<file path="config.mk">
export PLATFORM = sky130hd
export DESIGN_NAME = pmcc_fetch
export DESIGN_NICKNAME = d
export VERILOG_FILES = /design/src/rtl/pmcc_pkg.sv /design/src/rtl/pmcc_fetch.sv
export SDC_FILE = /design/constraint.sdc
export NUM_CORES = 1
export LEC_CHECK = 0
export ABC_AREA = 0
export ABC_CLOCK_PERIOD_IN_PS = 2300
export CORE_ASPECT_RATIO = 0.9
export CORE_MARGIN = 2
export CORE_UTILIZATION = 45
export DETAILED_ROUTE_END_ITERATION = 8
export GPL_TIMING_DRIVEN = 0
export PLACE_DENSITY = 0.89
export SYNTH_ARGS = -nofsm -noshare
export SYNTH_HDL_FRONTEND = slang
export SYNTH_SLANG_ARGS = --single-unit
</file>
<file path="constraint.sdc">
create_clock -name clk -period 2.3 [get_ports clk]
set_input_delay 0.46 -clock clk [delete_from_list [all_inputs] [get_ports clk]]
set_output_delay 0.46 -clock clk [all_outputs]
set_load 0.01 [all_outputs]
</file>
<file path="src/rtl/pmcc_pkg.sv">
// Shared types and constants for the pixel matrix controller core (PMCC).
package pmcc_pkg;

  localparam int PMCC_PC_W = 10;

  typedef enum logic {
    IDLE = 1'b0,
    RUN  = 1'b1
  } pmcc_fetch_state_t;

  typedef logic [PMCC_PC_W-1:0] pmcc_pc_t;

endpackage

</file>
<file path="src/rtl/pmcc_fetch.sv">
// PMCC instruction fetch: drives the code RAM address, realigns the registered
// read data with its PC, and handles stall (skid hold), jump, start and halt.
module pmcc_fetch
  import pmcc_pkg::*;
#(
  parameter int PC_W = PMCC_PC_W
) (
  input  logic            clk,
  input  logic            rst_n,
  input  logic            start,
  input  logic [PC_W-1:0] start_pc,
  output logic [PC_W-1:0] pc_if,
  input  logic [31:0]     instr,
  output logic [31:0]     instr_o,
  output logic [PC_W-1:0] pc_o,
  output logic            instr_valid,
  input  logic            stall,
  input  logic            jump_valid,
  input  logic [PC_W-1:0] jump_target,
  input  logic            halt,
  output logic            busy,
  output logic [15:0]     fetch_cnt
);

  pmcc_fetch_state_t r_state, w_state_next;
  logic [PC_W-1:0]   r_fetch_pc, w_fetch_pc_next;
  logic [PC_W-1:0]   r_resp_pc, w_resp_pc_next;
  logic              r_resp_valid, w_resp_valid_next;
  logic [31:0]       r_hold_instr, w_hold_instr_next;
  logic              r_hold_valid, w_hold_valid_next;
  logic [15:0]       r_fetch_cnt, w_fetch_cnt_next;
  logic              w_instr_valid;
  logic              w_accept;

  assign w_instr_valid = r_resp_valid && (r_state == RUN);
  assign w_accept      = w_instr_valid && !stall && !halt && !jump_valid;

  always_comb begin
    w_state_next      = r_state;
    w_fetch_pc_next   = r_fetch_pc;
    w_resp_pc_next    = r_resp_pc;
    w_resp_valid_next = r_resp_valid;
    w_hold_instr_next = r_hold_instr;
    w_hold_valid_next = r_hold_valid;
    w_fetch_cnt_next  = r_fetch_cnt;
    case (r_state)
      IDLE: begin
        if (start) begin
          w_fetch_pc_next   = start_pc;
          w_resp_valid_next = 1'b0;
          w_hold_valid_next = 1'b0;
          w_fetch_cnt_next  = 16'd0;
          w_state_next      = RUN;
        end
      end
      RUN: begin
        if (halt) begin
          w_state_next      = IDLE;
          w_resp_valid_next = 1'b0;
          w_hold_valid_next = 1'b0;
        end else if (jump_valid && w_instr_valid) begin
          // The read already in flight is on the wrong path; drop it.
          w_fetch_pc_next   = jump_target;
          w_resp_valid_next = 1'b0;
          w_hold_valid_next = 1'b0;
        end else if (stall && w_instr_valid) begin
          // Capture only on the first stalled cycle; later RAM data is for fetch_pc.
          if (!r_hold_valid) begin
            w_hold_instr_next = instr;
            w_hold_valid_next = 1'b1;
          end
        end else begin
          w_resp_pc_next    = r_fetch_pc;
          w_resp_valid_next = 1'b1;
          w_fetch_pc_next   = r_fetch_pc + PC_W'(1);
          w_hold_valid_next = 1'b0;
        end
        if (w_accept && (r_fetch_cnt != 16'hFFFF)) begin
          w_fetch_cnt_next = r_fetch_cnt + 16'd1;
        end
      end
      default: w_state_next = IDLE;
    endcase
  end

  always_ff @(posedge clk or negedge rst_n) begin
    if (!rst_n) begin
      r_state      <= IDLE;
      r_fetch_pc   <= '0;
      r_resp_pc    <= '0;
      r_resp_valid <= 1'b0;
      r_hold_instr <= 32'd0;
      r_hold_valid <= 1'b0;
      r_fetch_cnt  <= 16'd0;
    end else begin
      r_state      <= w_state_next;
      r_fetch_pc   <= w_fetch_pc_next;
      r_resp_pc    <= w_resp_pc_next;
      r_resp_valid <= w_resp_valid_next;
      r_hold_instr <= w_hold_instr_next;
      r_hold_valid <= w_hold_valid_next;
      r_fetch_cnt  <= w_fetch_cnt_next;
    end
  end

  assign pc_if       = r_fetch_pc;
  assign instr_o     = r_hold_valid ? r_hold_instr : instr;
  assign pc_o        = r_resp_pc;
  assign instr_valid = w_instr_valid;
  assign busy        = (r_state == RUN);
  assign fetch_cnt   = r_fetch_cnt;

endmodule

</file>
* After elaboration in Yosys (flattened, before gate mapping)
Cells that the tools add are included.
Storage, ports and cells: output and inout port bits 70, register bits 71, word-level logic and storage cells 55, input port bits 58
Operators by class: $add $sub $neg 2, equality and inequality tests 6, reductions and logical operators 15, bitwise gates (word level) 4, muxes and demuxes 21
Operators by type and width (number):
- 10-bit 2-to-1 mux | 4
- 16-bit 2-to-1 mux | 2
- 32-bit 2-to-1 mux | 1
- 16-bit one-hot mux with 2 select lines | 1
- 10-bit one-hot mux with 2 select lines | 1
- 16-bit by 1-bit adder with 16-bit output (second input constant) | 1
- 16-bit != test (second input constant) | 1
- 10-bit by 1-bit adder with 10-bit output (second input constant) | 1
- 1-bit 2-to-1 mux | 9
- 4-bit AND reduction | 2
- 1-bit logical AND | 7
- 1-bit one-hot mux with 2 select lines | 3
- 2-bit != test (second input constant) | 2
- 4-bit != test (second input constant) | 1
- 1-bit NOT | 4
- 2-bit AND reduction | 2
- 1-bit zero test | 3
- 3-bit != test (second input constant) | 1
- 3-bit AND reduction | 1
- 2-bit by 1-bit != test with 1-bit output (second input constant) | 1

* Depth between registers and ports, before layout
depth after elaboration 7, depth in mapped cells 6, mapped depth without buffers 5

* Worst setup path after synthesis
No wires, ideal clock.
path kind reg2reg, start register r_fetch_cnt[0] (netlist: fetch_cnt[0]), end register r_fetch_cnt[12] (netlist: fetch_cnt[12]), arrival time 1.723 ns, stages on the path, launching flop included 7, required time 2.231 ns, clock period less this slack 1.793 ns, buffers on the path 1, path slack 0.507 ns, setup time 0.069 ns, cell sequence dfrtp_1 > ha_1 > nand3_1 > or3_1 > buf_2 > or4_1 > nand3_1
On the way: cells in the longest elaborated chain, start to end 4, elaborated cells between the ends (all ways) 7, classes of those cells 1 x add/sub; 2 x eq/ne; 2 x mux; 2 x reduce/logical
Ends and longest elaborated chain:
- start, declared | line pmcc_fetch.sv:31 | logic [15:0] r_fetch_cnt, w_fetch_cnt_next;
- start signal, assigned | line pmcc_fetch.sv:102 | r_fetch_cnt <= w_fetch_cnt_next;
- parallel branches: the longest is 4 deep, another holds 16-bit by 1-bit adder with 16-bit output
Parallel ways; which one is timed is not known. The select of a mux whose other input is x is not followed. A chain may end at the register's enable or synchronous reset.

* Worst setup path after layout
start register r_hold_valid, end output instr_o[0]
On the way: cells in the longest elaborated chain, start to end 1
Ends and longest elaborated chain:
- start, declared | line pmcc_fetch.sv:30 | logic r_hold_valid, w_hold_valid_next;
- start signal, assigned | line pmcc_fetch.sv:101 | r_hold_valid <= w_hold_valid_next;
- 32-bit 2-to-1 mux
- end, declared | line pmcc_fetch.sv:14 | output logic [31:0] instr_o,
No other way between the ends.

==> tab_implementation.tex <==
\begin{tabular}{lr}
\hline
Metric & Value \\
\hline
\multicolumn{2}{l}{\textbf{STA}} \\
\quad Number of hold-slack violations in the final timing report & 0 \\
\quad Final critical-path share of the clock period & 0.967 \\
\quad Count of pins over their slew limit & 0 \\
\quad Final setup viols & 0 \\
\quad Setup repair after global routing missed its margin & true \\
\quad Max Freq & about 0.45 GHz \\
\quad Final critical-path setup slack & 76.2 ps \\
\quad Max Clock Skew & 9.95 ps \\
\quad Tightest Pin Transition & 916 ps \\
\quad Time the worst path needs with I/O delays and setup & around 2200 ps \\
\quad Worst rel slew slack & 0.389 \\
\multicolumn{2}{l}{\textbf{Clocking}} \\
\quad Total CTS buffers & 9 \\
\quad Maximum clock insertion buffer count & 2 \\
\quad Level count of the clock H-tree & 3 \\
\quad Clock tree from TritonCTS & built \\
\quad Clock latency on the worst-skew pair & 360 ps \\
\quad Clock-pin slew reported for the worst setup and hold paths after clock tree synthesis & 80 ps \\
\quad Hold-fix buffer count after cts & 0 \\
\quad Root Driver & clkbuf\_8 \\
\quad Clk sink count & 71 \\
\multicolumn{2}{l}{\textbf{Route}} \\
\quad DRC violation total after the first TritonRoute iteration & 186 \\
\quad DRT antenna net count & 0 \\
\quad Total vias in the final route & 3341 \\
\quad Via/cell ratio & around 5.6 \\
\quad DRC & 0 \\
\quad Routed len/inst & 17.5 um \\
\quad Routed wire length & between 10 and 15 mm \\
\quad Detailed-routing iteration count for the pre-antenna-repair pass & 5 \\
\multicolumn{2}{l}{\textbf{Power and ir drop}} \\
\quad Leak pwr & 2.38 nW \\
\quad VDD IR-drop max & 0.000453 V \\
\quad Power per unit of standard cell area & a little under 800 nW/um2 \\
\multicolumn{2}{l}{\textbf{Layout}} \\
\quad Layout cells sized above 1 & 0.227 \\
\quad Register area & about 1800 um2 \\
\quad Syn-to-layout area delta & 44.2\% \\
\quad Total Nets Final & roughly 550 \\
\quad Ant diodes & 0 \\
\quad Post-route non-filler standard cell count & a little under 600 \\
\quad Fill cell count & 650 \\
\quad Multi-input logic area & 1930 um2 \\
\multicolumn{2}{l}{\textbf{Synth}} \\
\quad Area of the mapped netlist & 3810 um2 \\
\quad Flip-flop cell with the highest count after synthesis & dfrtp\_1 \\
\quad Number of warnings reported in the yosys synthesis log & 0 \\
\quad Portion of the post-synthesis area used by sequential elements & 0.466 \\
\quad Flip-flop and latch count after synthesis & around 70 \\
\quad Net count of the mapped netlist & 405 \\
\quad Leading post-synthesis cells by cell area & dfrtp\_1 47\%, mux2\_2 21\%, mux2i\_1 3.4\%, nand2\_1 2.6\%, nand3\_1 2.0\% \\
\quad Cell count after synthesis & around 350 \\
\quad Cell taking the most area after synthesis & dfrtp\_1 \\
\quad Post-synthesis average cell area & 11.0 um2 \\
\quad Async S/R FF share, synth & 1.00 \\
\quad Area share of the largest cell type after synthesis & 0.466 \\
\quad Number of distinct standard cells referenced by the synthesized netlist & 48 \\
\quad Post-synth EDFFs & 0 \\
\multicolumn{2}{l}{\textbf{Place}} \\
\quad Last weighted congestion value of the routability-driven placer & 0.917 \\
\quad Placed cell count & 570 \\
\quad HPWL after DPL & 7.41 mm \\
\quad Setup slack after placement & -302 ps \\
\quad Count of buffers inserted at the top-level ports & roughly 130 \\
\multicolumn{2}{l}{\textbf{Floorplan}} \\
\quad Die area & $\sim$9200 um2 \\
\quad Die height & 91.3 um \\
\quad Initial standard-cell utilization of the core & 0.468 \\
\quad Core area & 8150 um2 \\
\quad Std cell rows & 31 \\
\quad I/O Pins & about 130 \\
\quad Die span in x & 101 um \\
\multicolumn{2}{l}{\textbf{Global routing}} \\
\quad First-pass GRT wire length & 16.9 mm \\
\quad Total global routing overflow & 0 \\
\quad Maximum number of pins on one net before global-route repair & 72 \\
\quad Antenna violations before repair & 0 \\
\quad Total global-route track usage & 0.230 \\
\quad Number of global-route vias before repair & 3407 \\
\multicolumn{2}{l}{\textbf{Worst setup path}} \\
\quad CP arrival & 1760 ps \\
\quad Required @ worst endpoint & 1840 ps \\
\quad Type of the worst setup path & register to output pin \\
\quad Largest fanout on the critical path & 5 \\
\quad Worst setup EP type & output pin \\
\quad Kind of start point of the critical path & register \\
\multicolumn{2}{l}{\textbf{Outcome}} \\
\quad Result of the run & finished, final reports clean \\
\multicolumn{2}{l}{\textbf{Flow run}} \\
\quad Number of max-capacitance violations reported & 0 \\
\multicolumn{2}{l}{\textbf{Hold path}} \\
\quad Classification of the worst-slack hold path & input port to async pin \\
\hline
\end{tabular}
-- cells in the mapped netlist (all sizes together) (4+ instances only) --
cell	n
buf	8
and4	4
inv	5
nand2b	7
o211ai	5
nand4	4
mux2i	13
a21oi	12
nand3	16
nor4	4
or3	5
nor2	9
nor3b	4
nor2b	6
nand2	26
dfrtp	71
o21ai	12
a31oi	9
clkbuf	13
a21o	4
mux2	72
-- cell type report --
type,count,share of cell area
tap,99,0.0225
timing repair buffer,134,0.237
clock inverter,6,0.0123
multi-input combinational,248,0.352
buffer,20,0.0244
sequential,71,0.324
clock buffer,10,0.0250
inverter,5,0.00342
-- state kept, by name, summed over array words and instances (netlist names) --
| signal | count |
|---|---|
| r_resp_valid | 1 |
| pc_if | 10 |
| fetch_cnt | 16 |
| r_hold_valid | 1 |
| busy | 1 |
| pc_o | 10 |
| r_hold_instr | 32 |
-- layout by cell type (no fill, tap or decap), drive strengths merged, types with 6 or more instances in the layout --
cell type,netlist,layout
a21oi,12,12
a31oi,9,9
buf,8,17
clkbuf,13,22
clkdlybuf4s50,0,94
dfrtp,71,71
dlygate4sd2,0,25
dlymetal6s2s,0,6
inv,5,7
mux2,72,72
mux2i,13,13
nand2,26,26
nand2b,7,7
nand3,16,16
nor2,9,9
nor2b,6,6
o21ai,12,12
-- per-layer routing --
layer  share of wire  GRT usage  vias to the layer above  routed length (um)
met5               0          0                        -                   0
met4           0.019     0.0743                        0                 197
met3           0.066     0.0624                       20                 686
met2            0.48      0.366                      138                5020
met1            0.43      0.304                     1622                4450
li1                -          -                     1561                   -
-- power by group --
part,switching (mW),leakage [nW],internal (mW),total (mW)
Clock,0.505,0.0993,0.536,1.04
Combinational,0.561,1.37,0.834,1.39
Sequential,0.281,0.906,1.62,1.90
-- repair_timing --
action	4_1_cts	5_1_grt
endpoints found under the setup margin	33	18
buffers inserted	8	0
hold endpoints to repair	0	0
gates resized for setup	42	7
gates cloned	0	0
pin swaps	0	0
-- worst max-delay path, stage by stage (launching register included) --
cell and delay [ps]:
dfrtp_2 430, buf_4 140, mux2_2 330, clkdlybuf4s50_1 510
-- final timing paths --
path / from / endpoint / slack [ps] / cells past startpoint
max reg2reg: fetch_cnt[0]$_DFFE_PN0P_ / fetch_cnt[5]$_DFFE_PN0P_ / 240 / 6
min reg2reg: pc_o[7]$_DFFE_PN0P_ / pc_o[7]$_DFFE_PN0P_ / 480 / 2
max in group asynchronous: rst_n / r_hold_valid$_DFFE_PN0P_ / 1410 / 1
min in group clk: pc_o[7]$_DFFE_PN0P_ / pc_o[7]$_DFFE_PN0P_ / 480 / 2
max: r_hold_valid$_DFFE_PN0P_ / instr_o[0] / 80 / 3
min: rst_n / pc_o[6]$_DFFE_PN0P_ / 220 / 1
-- stage by stage --
step	utilization	cell area, um2	setup TNS (ps)	power (mW)	hold slack [ps]
after global placement	0.638	5190	-127080	3.24	462
after detailed placement	0.637	5190	-12160	3.32	470
after CTS	0.672	5470	0	4.37	265
after floorplan	-	3810	0	2.59	164
final	0.675	5500	0	4.34	219
after global routing	0.675	5500	-0.763	4.62	295
-- logic make-up (layout without fill, tap and decap cells) --
kind of cell               Yosys count  after routing  synth area share
adders and majority gates            2              2           0.00657
muxes                               85             85             0.247
AOI/OAI and AO/OA                   59             59             0.102
and+or+nand+nor                     99             99             0.144
xor gates and xnor gates             3              3           0.00690
buffers and inverters               26            175            0.0279
DFF                                 71             71             0.466
Note: power is estimated with default switching activity, not from simulation.
